===== src/rtl/bitbrick_mac_seq_if.sv =====
// Operand-in / result-out stream bundle for the bitbrick MAC sequencer.
interface bitbrick_mac_seq_if #(parameter int ACC_W = 32);
  logic             in_valid;
  logic             in_ready;
  logic [7:0]       in_a;
  logic [7:0]       in_b;
  logic             in_signed;
  logic [1:0]       in_prec;
  logic             in_last;
  logic             out_valid;
  logic             out_ready;
  logic [ACC_W-1:0] out_data;

  modport master (
    output in_valid, in_a, in_b, in_signed, in_prec, in_last, out_ready,
    input  in_ready, out_valid, out_data
  );

  modport slave (
    input  in_valid, in_a, in_b, in_signed, in_prec, in_last, out_ready,
    output in_ready, out_valid, out_data
  );
endinterface


===== src/rtl/bitbrick_mac_seq.sv =====
// Brick-serial MAC: walks 2-bit slice pairs of each operand pair through one
// external bitbrick, shifting and accumulating its products into a dot-product.
module bitbrick_mac_seq #(
  parameter int ACC_W = 32
) (
  input  logic                clk,
  input  logic                rst_n,
  bitbrick_mac_seq_if.slave   bus,
  output logic [1:0]          bb_x,
  output logic                bb_sx,
  output logic [1:0]          bb_y,
  output logic                bb_sy,
  output logic                bb_shift,
  input  logic [9:0]          bb_prod
);

  typedef enum logic [1:0] {IDLE, RUN, OUT} state_t;

  typedef struct packed {
    logic [7:0] a;
    logic [7:0] b;
    logic       sgn;
    logic [1:0] prec;
    logic       last;
  } op_t;

  state_t           state, state_nxt;
  op_t              op_q;
  logic [1:0]       i_q, j_q;
  logic [1:0]       s_max;
  logic [3:0]       shamt;
  logic [ACC_W-1:0] acc;
  logic [ACC_W-1:0] prod_ext;
  logic [ACC_W-1:0] prod_sh;
  logic             j_wrap, step_done;

  // Highest slice index for the latched precision; 2'b11 behaves as 8-bit.
  always_comb begin
    case (op_q.prec)
      2'b00:   s_max = 2'd0;
      2'b01:   s_max = 2'd1;
      default: s_max = 2'd3;
    endcase
  end

  assign j_wrap    = (j_q == s_max);
  assign step_done = j_wrap && (i_q == s_max);
  assign shamt     = {1'b0, i_q, 1'b0} + {1'b0, j_q, 1'b0};
  assign prod_ext  = {{(ACC_W-10){bb_prod[9]}}, bb_prod};
  assign prod_sh   = prod_ext << shamt;
  assign bb_shift  = 1'b0;

  always_ff @(posedge clk or negedge rst_n) begin
    if (!rst_n) state <= IDLE;
    else        state <= state_nxt;
  end

  always_comb begin
    state_nxt     = state;
    bus.in_ready  = 1'b0;
    bus.out_valid = 1'b0;
    bus.out_data  = '0;
    bb_x          = 2'b00;
    bb_y          = 2'b00;
    bb_sx         = 1'b0;
    bb_sy         = 1'b0;
    case (state)
      IDLE: begin
        bus.in_ready = 1'b1;
        if (bus.in_valid) state_nxt = RUN;
      end
      RUN: begin
        bb_x  = op_q.a[{i_q, 1'b0} +: 2];
        bb_y  = op_q.b[{j_q, 1'b0} +: 2];
        // Only the top slice of a signed operand carries the sign.
        bb_sx = op_q.sgn && (i_q == s_max);
        bb_sy = op_q.sgn && (j_q == s_max);
        if (step_done) state_nxt = op_q.last ? OUT : IDLE;
      end
      OUT: begin
        bus.out_valid = 1'b1;
        bus.out_data  = acc;
        if (bus.out_ready) state_nxt = IDLE;
      end
      default: state_nxt = IDLE;
    endcase
  end

  always_ff @(posedge clk or negedge rst_n) begin
    if (!rst_n) begin
      op_q <= '0;
      i_q  <= 2'd0;
      j_q  <= 2'd0;
      acc  <= '0;
    end else begin
      case (state)
        IDLE: begin
          if (bus.in_valid) begin
            op_q <= '{a: bus.in_a, b: bus.in_b, sgn: bus.in_signed,
                      prec: bus.in_prec, last: bus.in_last};
            i_q  <= 2'd0;
            j_q  <= 2'd0;
          end
        end
        RUN: begin
          acc <= acc + prod_sh;
          // j runs fastest; i advances when j wraps.
          if (j_wrap) begin
            j_q <= 2'd0;
            if (!step_done) i_q <= i_q + 2'd1;
          end else begin
            j_q <= j_q + 2'd1;
          end
        end
        OUT: begin
          if (bus.out_ready) acc <= '0;
        end
        default: ;
      endcase
    end
  end

endmodule


===== src/flat_wrapper.sv =====
// flat-port wrapper written by rule: the top's interface ports become plain ports
module bitbrick_mac_seq_flat 
#(
  parameter int ACC_W = 32
)
  (clk, rst_n, bb_x, bb_sx, bb_y, bb_sy, bb_shift, bb_prod, bus_in_valid, bus_in_a, bus_in_b, bus_in_signed, bus_in_prec, bus_in_last, bus_out_ready, bus_in_ready, bus_out_valid, bus_out_data);
  bitbrick_mac_seq_if #(.ACC_W(ACC_W)) bus_i ();
  input  logic clk;
  input  logic rst_n;
  output logic [1:0] bb_x;
  output logic bb_sx;
  output logic [1:0] bb_y;
  output logic bb_sy;
  output logic bb_shift;
  input  logic [9:0] bb_prod;
  input wire logic [$bits(bus_i.in_valid)-1:0] bus_in_valid;
  input wire logic [$bits(bus_i.in_a)-1:0] bus_in_a;
  input wire logic [$bits(bus_i.in_b)-1:0] bus_in_b;
  input wire logic [$bits(bus_i.in_signed)-1:0] bus_in_signed;
  input wire logic [$bits(bus_i.in_prec)-1:0] bus_in_prec;
  input wire logic [$bits(bus_i.in_last)-1:0] bus_in_last;
  input wire logic [$bits(bus_i.out_ready)-1:0] bus_out_ready;
  output wire logic [$bits(bus_i.in_ready)-1:0] bus_in_ready;
  output wire logic [$bits(bus_i.out_valid)-1:0] bus_out_valid;
  output wire logic [$bits(bus_i.out_data)-1:0] bus_out_data;
  assign bus_i.in_valid = bus_in_valid;
  assign bus_i.in_a = bus_in_a;
  assign bus_i.in_b = bus_in_b;
  assign bus_i.in_signed = bus_in_signed;
  assign bus_i.in_prec = bus_in_prec;
  assign bus_i.in_last = bus_in_last;
  assign bus_i.out_ready = bus_out_ready;
  assign bus_in_ready = bus_i.in_ready;
  assign bus_out_valid = bus_i.out_valid;
  assign bus_out_data = bus_i.out_data;
  bitbrick_mac_seq #(.ACC_W(ACC_W)) u_core (.clk(clk), .rst_n(rst_n), .bus(bus_i), .bb_x(bb_x), .bb_sx(bb_sx), .bb_y(bb_y), .bb_sy(bb_sy), .bb_shift(bb_shift), .bb_prod(bb_prod));
endmodule

===== config.mk =====
export PLATFORM = sky130hd
export DESIGN_NAME = bitbrick_mac_seq_flat
export DESIGN_NICKNAME = d
export VERILOG_FILES = /design/src/rtl/bitbrick_mac_seq_if.sv /design/src/rtl/bitbrick_mac_seq.sv /design/src/flat_wrapper.sv
export SDC_FILE = /design/constraint.sdc
export NUM_CORES = 1
export LEC_CHECK = 0
export CAP_MARGIN = 15
export CORE_ASPECT_RATIO = 1.1
export CORE_MARGIN = 1
export CORE_UTILIZATION = 35
export DETAILED_ROUTE_END_ITERATION = 10
export GPL_ROUTABILITY_DRIVEN = 0
export PLACE_DENSITY = 0.58
export SYNTH_ARGS = -nofsm -noshare
export SYNTH_HDL_FRONTEND = slang
export SYNTH_SLANG_ARGS = --single-unit

===== constraint.sdc =====
create_clock -name clk -period 6.6 [get_ports clk]
set_input_delay 1.98 -clock clk [delete_from_list [all_inputs] [get_ports clk]]
set_output_delay 1.98 -clock clk [all_outputs]
set_load 0.01 [all_outputs]

Word-level counts from Yosys, hierarchy flattened
Index checks and enable logic that the tools add are counted.
{ "op_classes": {"n_eq_ne": 10, "muxes": 21, "magnitude_cmp": 0, "bitwise": 0, "n_reduce_logical": 12, "div": 0, "n_mul": 0, "n_addsub": 4, "shift": 3} }
{ "ops": {"columns": ["operator", "count"], "rows": [
  ["$mux W32", 2],
  ["$pmux W32 S2", 1],
  ["$add A32 B32 Y32", 1],
  ["$shl A32 B4 Y32", 1],
  ["$mux W2", 10],
  ["$shiftx A8 B4 Y2", 2],
  ["$pmux W2 S2", 3],
  ["$ne A2 B2 Y1 const B", 3],
  ["$pmux W2 S3", 1],
  ["$reduce_and A2 Y1", 3],
  ["$add A2 B1 Y2 const B", 2],
  ["$add A3 B3 Y4", 1],
  ["$eq A2 B1 Y1 const B", 2],
  ["$eq A2 B2 Y1", 2],
  ["$logic_not A2 Y1", 2],
  ["$mux W1", 4],
  ["$ne A2 B1 Y1 const B", 2],
  ["$reduce_and A4 Y1", 1],
  ["$reduce_bool A2 Y1", 2],
  ["$logic_and A1 B1 Y1", 3],
  ["$reduce_and A3 Y1", 1],
  ["$eq A2 B2 Y1 const B", 1]
]} }
{ "totals": {"latch_bits": 0, "output_inout_bits": 41, "mem_count": 0, "word_cells": 59, "ramBits": 0, "regBits": 58, "mem_bits_ro": 0, "input_bits": 34} }

Depth between registers and ports, before layout
Gate-level depths: netlist of run 1.
{ "logic_depth": {"depth_word": 7, "depth_mapped": 19, "ltp_nobuf": 18} }

Worst setup path before layout of run 1
OpenSTA, ideal clock, no wires.
{ "synth_path": {"kind": "input port to flip-flop", "from": "in bb_prod[9]", "to": "reg u_core.acc[31]", "required_ns": 6.476, "setup_slack_ns": 1.595, "arrival_time_ns": 4.881, "path_stages": 15, "n_path_buf": 2, "setup_ns": 0.124, "path_cell_list": "buf_2 mux2_2 a21oi_1 o21ai_0 ha_1 clkbuf_1 a21oi_1 and2b_2 o31ai_4 nand4b_2 nand3_2 a211oi_2 or4_4 and3_1 a211o_1"} }
{ "synth_between": {"elab_chain_len": 3} }
{ "synth_rtl": {"columns": ["element", "line", "text"], "rows": [
  ["start, declared", "flat_wrapper.sv:15", "input logic [9:0] bb_prod;"],
  ["$shl A32 B4 Y32", "bitbrick_mac_seq.sv:50", "assign prod_sh = prod_ext << shamt;"],
  ["$add A32 B32 Y32", "bitbrick_mac_seq.sv:106", "acc <= acc + prod_sh;"],
  ["$pmux W32 S2", "bitbrick_mac_seq.sv:96", "case (state)"],
  ["end signal, assigned", "bitbrick_mac_seq.sv:106", null],
  ["end, declared", "bitbrick_mac_seq.sv:32", "logic [ACC_W-1:0] acc;"]
]} }
No other way between the ends.
A chain may end at the register's enable or synchronous reset.

Worst setup path after layout of run 1
Same ends and word-level chain as after synthesis.

==> impl_metrics.env, run 1 <==
export IMPL_ctsHoldBuffers=0
export IMPL_clock_sinks=58
export IMPL_async_reset_ff_frac=1.000
export IMPL_drive_gt1_frac=0.07538
export IMPL_startpoint_type="input port"
export IMPL_grt_pass1_wl_um=21200
export IMPL_setup_viol=0
export IMPL_maxCapViolations=0
export IMPL_critPathMaxStageDelay_ns=0.60
export IMPL_utilization=0.4493
export IMPL_fmax_mhz=181.4
export IMPL_yosysSeqAreaShare=0.3033
export IMPL_synth_common_cells="nand2_1 (119), dfrtp_1 (58), o21ai_0 (52)"
export IMPL_routedWlPerCell_um=15.03
export IMPL_grt_overflow_total=0
export IMPL_dieArea_um2=14150
export IMPL_cp_arrival_ns=5.73
export IMPL_fp_dieH_um=124.6
export IMPL_rows=44
export IMPL_layout_nets=718
export IMPL_finalHoldViolations=0
export IMPL_diodes=0
export IMPL_finalClockSkew_ns=0.01025
export IMPL_post_cts_resized=0
export IMPL_cts_clk_slew_worst_paths_ns=0.05
export IMPL_grt_pass1_vias=4382
export IMPL_syn_cell_area_um2=4786
export IMPL_start_util=0.3607
export IMPL_synthTopCellsByArea="dfrtp_1 (30%), ha_1 (9.4%), nand2_1 (9.3%)"
export IMPL_clkLatencyLatePin_ns=0.34
export IMPL_fill_cells=1332
export IMPL_cts_buffers=9
export IMPL_cts_buffer_depth=2
export IMPL_period_minus_slack_ns=5.514
export IMPL_port_buffers=73
export IMPL_multi_input_area_um2=3117
export IMPL_cp_end_kind="flip-flop"
export IMPL_area_growth_pct=24.55
export IMPL_drt_pre_antenna_iters=5
export IMPL_fin_crit_sh=0.8354
export IMPL_die_w_um=113.5
export IMPL_path_max_fanout=10
export IMPL_setup_tns_ns=0
export IMPL_slew_viol_final=0
export IMPL_cts_post_setup_buffers_inserted=0
export IMPL_route_detailed_drc=0
export IMPL_viasPerCell=5.225
export IMPL_io_pin_count=75
export IMPL_final_antenna_net_count=0
export IMPL_hpwlAfterDp_um=9271
export IMPL_slew_headroom=0.3530
export IMPL_synth_top_area_frac=0.3033
export IMPL_synth_fp_nets=661
export IMPL_worstMarginPinSlew_ns=0.9684
export IMPL_grt_max_degree=59
export IMPL_grt_setup_unrepaired="no"
export IMPL_vias=4358
export IMPL_yosys_area_top_type="dfrtp_1"
export IMPL_htree_levels=3
export IMPL_path_class="in2reg"
export IMPL_synth_ff_type="dfrtp_1"
export IMPL_worstPathCellList="clkdlybuf4s50_1 -> mux2_2 -> a21oi_1 -> o21ai_0 -> ha_1 -> a21oi_2 -> inv_1 -> a2111oi_4 -> nand4b_2 -> nand3_2 -> a211oi_2 -> or4_4 -> and3_1 -> a211o_1"
export IMPL_synth_edf_count=0
export IMPL_cts_root_buf="clkbuf_16"
export IMPL_antenna_found_initial=0
export IMPL_synth_distinct_cells=58
export IMPL_seq_area_um2=1451
export IMPL_ys_ff_latch=58
export IMPL_slowest_stage="clkdlybuf4s50_1"
export IMPL_drtIter0Drc=253
export IMPL_ys_warn_count=0
export IMPL_cp_required_ns=6.82
export IMPL_status="completed"
export IMPL_design_core_area_um2=13270
export IMPL_syn_instance_count=589
export IMPL_postSynthAreaPerCell_um2=8.125
export IMPL_worstHoldPathType="reg2reg"
export IMPL_cts_tree="done"
export IMPL_synth_most_common_cell="nand2_1"
export IMPL_finalWirelength_um=12540
export IMPL_grt_total_usage=0.1875
layer usage:
| metal | vias to the layer above | share of wire | track usage |
|---|---|---|---|
| met1 | 2019 | 0.47 | 0.2525 |
| met4 | 0 | 0.026 | 0.08359 |
| li1 | 2159 | - | - |
| met2 | 156 | 0.45 | 0.2945 |
| met5 | - | 0 | 0 |
| met3 | 24 | 0.054 | 0.02968 |
final cells by class:
cell class | instances | area share
multi-input cells | 480 | 0.5229
inverters | 19 | 0.01196
well taps | 184 | 0.03862
flip-flops and latches | 58 | 0.2435
repair buffers | 78 | 0.1280
clock buffers | 11 | 0.04240
clock inverters | 4 | 0.01259
metrics by stage:
step / cells / hold WS, ns / area [µm²] / setup slack (ns)
2_1_floorplan: 589 / 0.4403 / 4786 / 1.595
3_3_place_gp: 819 / 0.4551 / 5633 / 0.8137
3_5_place_dp: 819 / 0.4622 / 5633 / 0.7899
4_1_cts: 834 / 0.4754 / 5961 / 1.126
5_1_grt: 834 / 0.4801 / 5961 / 0.8836
6_report: 834 / 0.4716 / 5961 / 1.086
worst max-delay path, delay by kind of cell:
kind | cells | cell delay, ns
compound gates | 6 | 1.26
mux | 1 | 0.36
fa+ha+maj | 1 | 0.42
buf+inv | 2 | 0.70
simple gates | 4 | 1.00
sequential cells by signal, indices dropped and copies added (netlist names):
signal	flops
u_core.acc	32
u_core.i_q	2
u_core.j_q	2
u_core.op_q	20
u_core.state	2
cell usage in the layout (no fill, tap or decap), types with 16 or more instances in the layout:
master	n
ha_1	36
nand3_1	16
nor2_1	36
nand2_1	119
inv_1	19
clkdlybuf4s50_1	72
a21oi_1	32
dfrtp_1	58
and2_1	41
o21ai_0	52
cell families (layout without fill, tap and decap cells):
group | after synthesis | after routing | synth area share
AO/OA/AOI/OAI | 152 | 152 | 0.2073
XOR/XNOR | 24 | 24 | 0.04392
adder cells (fa/ha/maj) | 38 | 38 | 0.1025
buffers and inverters | 51 | 112 | 0.04837
flip-flops | 58 | 58 | 0.3033
multiplexers | 21 | 21 | 0.05621
other | 1 | 1 | 0.0007836
AND/OR/NAND/NOR | 244 | 244 | 0.2376
path summary, 6_finish.rpt:
path / startpoint / endpoint / slack, ns / cells past startpoint
min reg2reg: u_core.op_q[5] / u_core.op_q[5] / 0.47 / 2
min: u_core.op_q[5] / u_core.op_q[5] / 0.47 / 2
max: bb_prod[9] / u_core.acc[31] / 1.09 / 14
max reg2reg: u_core.i_q[0] / u_core.acc[28] / 1.62 / 18
max in group asynchronous: rst_n / u_core.acc[24] / 4.29 / 2
min in group asynchronous: rst_n / u_core.acc[9] / 1.80 / 2
Power of run 1 is not shown: default switching activity piles up to over one toggle a cycle in this logic, so the estimate is an artifact.
==> inputs of run 2 (changes only) <==
clock period = 5.5 ns   (was 6.6 ns; I/O delays follow)
==> impl_metrics.env, run 2 (synthesis gave the netlist of run 1 again) <==
export IMPL_finalWirelength_um=12800
export IMPL_vias=4403
export IMPL_grt_pass1_wl_um=20930
export IMPL_cp_end_kind="flip-flop"
export IMPL_grt_pass1_vias=4305
export IMPL_area_growth_pct=24.68
export IMPL_hpwlAfterDp_um=9606
export IMPL_rows=44
export IMPL_fill_cells=1322
export IMPL_startpoint_type="input port"
export IMPL_grt_max_degree=33
export IMPL_cts_tree="done"
export IMPL_largest_reg_flops=32
export IMPL_die_w_um=113.5
export IMPL_route_detailed_drc=0
export IMPL_io_pin_count=75
export IMPL_period_minus_slack_ns=4.965
export IMPL_layout_nets=725
export IMPL_cts_buffers=9
export IMPL_worstMarginPinSlew_ns=0.9885
export IMPL_drt_pre_antenna_iters=5
export IMPL_setup_viol=0
export IMPL_design_core_area_um2=13270
export IMPL_fp_dieH_um=124.6
export IMPL_drive_gt1_frac=0.08663
export IMPL_viasPerCell=5.229
export IMPL_largest_register="u_core.acc"
export IMPL_cts_root_buf="clkbuf_16"
export IMPL_htree_levels=3
export IMPL_stdcell_count=842
export IMPL_final_antenna_net_count=0
export IMPL_dpl_worst_slack_ns=0.2025
export IMPL_grt_total_usage=0.1888
export IMPL_reg_top3="u_core.acc (32), u_core.op_q (20)"
export IMPL_diodes=0
export IMPL_cts_post_setup_buffers_inserted=0
export IMPL_finalClockSkew_ns=0.007637
export IMPL_post_cts_resized=0
export IMPL_cp_arrival_ns=5.18
export IMPL_routedWlPerCell_um=15.20
export IMPL_path_class="in2reg"
export IMPL_grt_setup_unrepaired="no"
export IMPL_status="completed"
export IMPL_utilization=0.4497
export IMPL_cts_clk_slew_worst_paths_ns=0.05
export IMPL_final_common_cell="nand2_1"
export IMPL_grt_overflow_total=0
export IMPL_start_util=0.3607
export IMPL_path_max_fanout=7
export IMPL_antenna_found_initial=0
export IMPL_fin_crit_sh=0.9028
export IMPL_fmax_mhz=201.4
export IMPL_worstHoldPathType="reg2reg"
export IMPL_maxCapViolations=0
export IMPL_dieArea_um2=14150
export IMPL_drtIter0Drc=214
export IMPL_ctsHoldBuffers=0
export IMPL_setup_ws_ns=0.5348
export IMPL_setup_tns_ns=0
export IMPL_port_buffers=73
export IMPL_finalHoldViolations=0
export IMPL_clkLatencyLatePin_ns=0.34
export IMPL_slew_viol_final=0
export IMPL_final_cell_mix="nand2_1 (119), clkdlybuf4s50_1 (72), dfrtp_1 (58), o21ai_0 (52), and2_1 (41)"
export IMPL_cts_buffer_depth=2
export IMPL_clock_sinks=58
export IMPL_dpl_cell_count=826
export IMPL_cp_required_ns=5.72
export IMPL_slew_headroom=0.3395
==> run 2: changes by cell type in the layout (fill, tap and decap cells not counted), sizes merged <==
cell    before  now
buf          6   13
clkbuf      11   10
bufinv       2    0
clkinv       0    4
==> run 2: area by class of cell <==
| cell class | count | area (µm²) | share of cell area |
|---|---|---|---|
| sequential | 58 | 1451 | 0.2432 |
| clock buffer | 10 | 239.0 | 0.04005 |
| clock inverter | 6 | 42.54 | 0.007129 |
| inverter | 19 | 71.32 | 0.01195 |
| multi-input combinational | 480 | 3117 | 0.5223 |
| timing repair buffer | 85 | 815.8 | 0.1367 |
| tap | 184 | 230.2 | 0.03858 |
==> run 2: path summary, 6_finish.rpt <==
kind / startpoint / to / slack (ns) / cells after the start
min in group asynchronous: rst_n / u_core.acc[7] / 1.36 / 1
hold reg to reg: u_core.op_q[8] / u_core.op_q[8] / 0.47 / 2
hold / removal: u_core.op_q[8] / u_core.op_q[8] / 0.47 / 2
setup reg to reg: u_core.i_q[0] / u_core.acc[31] / 0.71 / 16
setup / recovery: bb_prod[7] / u_core.acc[31] / 0.53 / 13
max in group asynchronous: rst_n / u_core.op_q[13] / 3.26 / 2
==> run 2: through the flow <==
stage,hold WS [ns],cell area (µm²)
after floorplan,0.4403,4786
after global placement,0.4549,5685
after detailed placement,0.4573,5685
after CTS,0.4718,5967
after global routing,0.4886,5967
final,0.4688,5967
==> run 2: metal layers <==
layer / track usage / wire length [µm] / part of all wire
met1: 0.2395 / 5782 / 0.45
met2: 0.3027 / 5872 / 0.46
met3: 0.04331 / 776 / 0.061
met4: 0.08669 / 365 / 0.029
met5: 0 / 0 / 0
==> run 2: worst max-delay path, stage by stage <==
cell and delay (ns):
clkdlybuf4s50_1 0.54, mux2i_1 0.15, mux2_2 0.33, o21ai_0 0.25, ha_1 0.37, a21o_1 0.23, a2111oi_4 0.36, nand4b_2 0.19
nand3_2 0.12, a211oi_2 0.07, or4_4 0.48, and3_1 0.18, a211o_1 0.26
Power of run 2 is left out for the same reason.
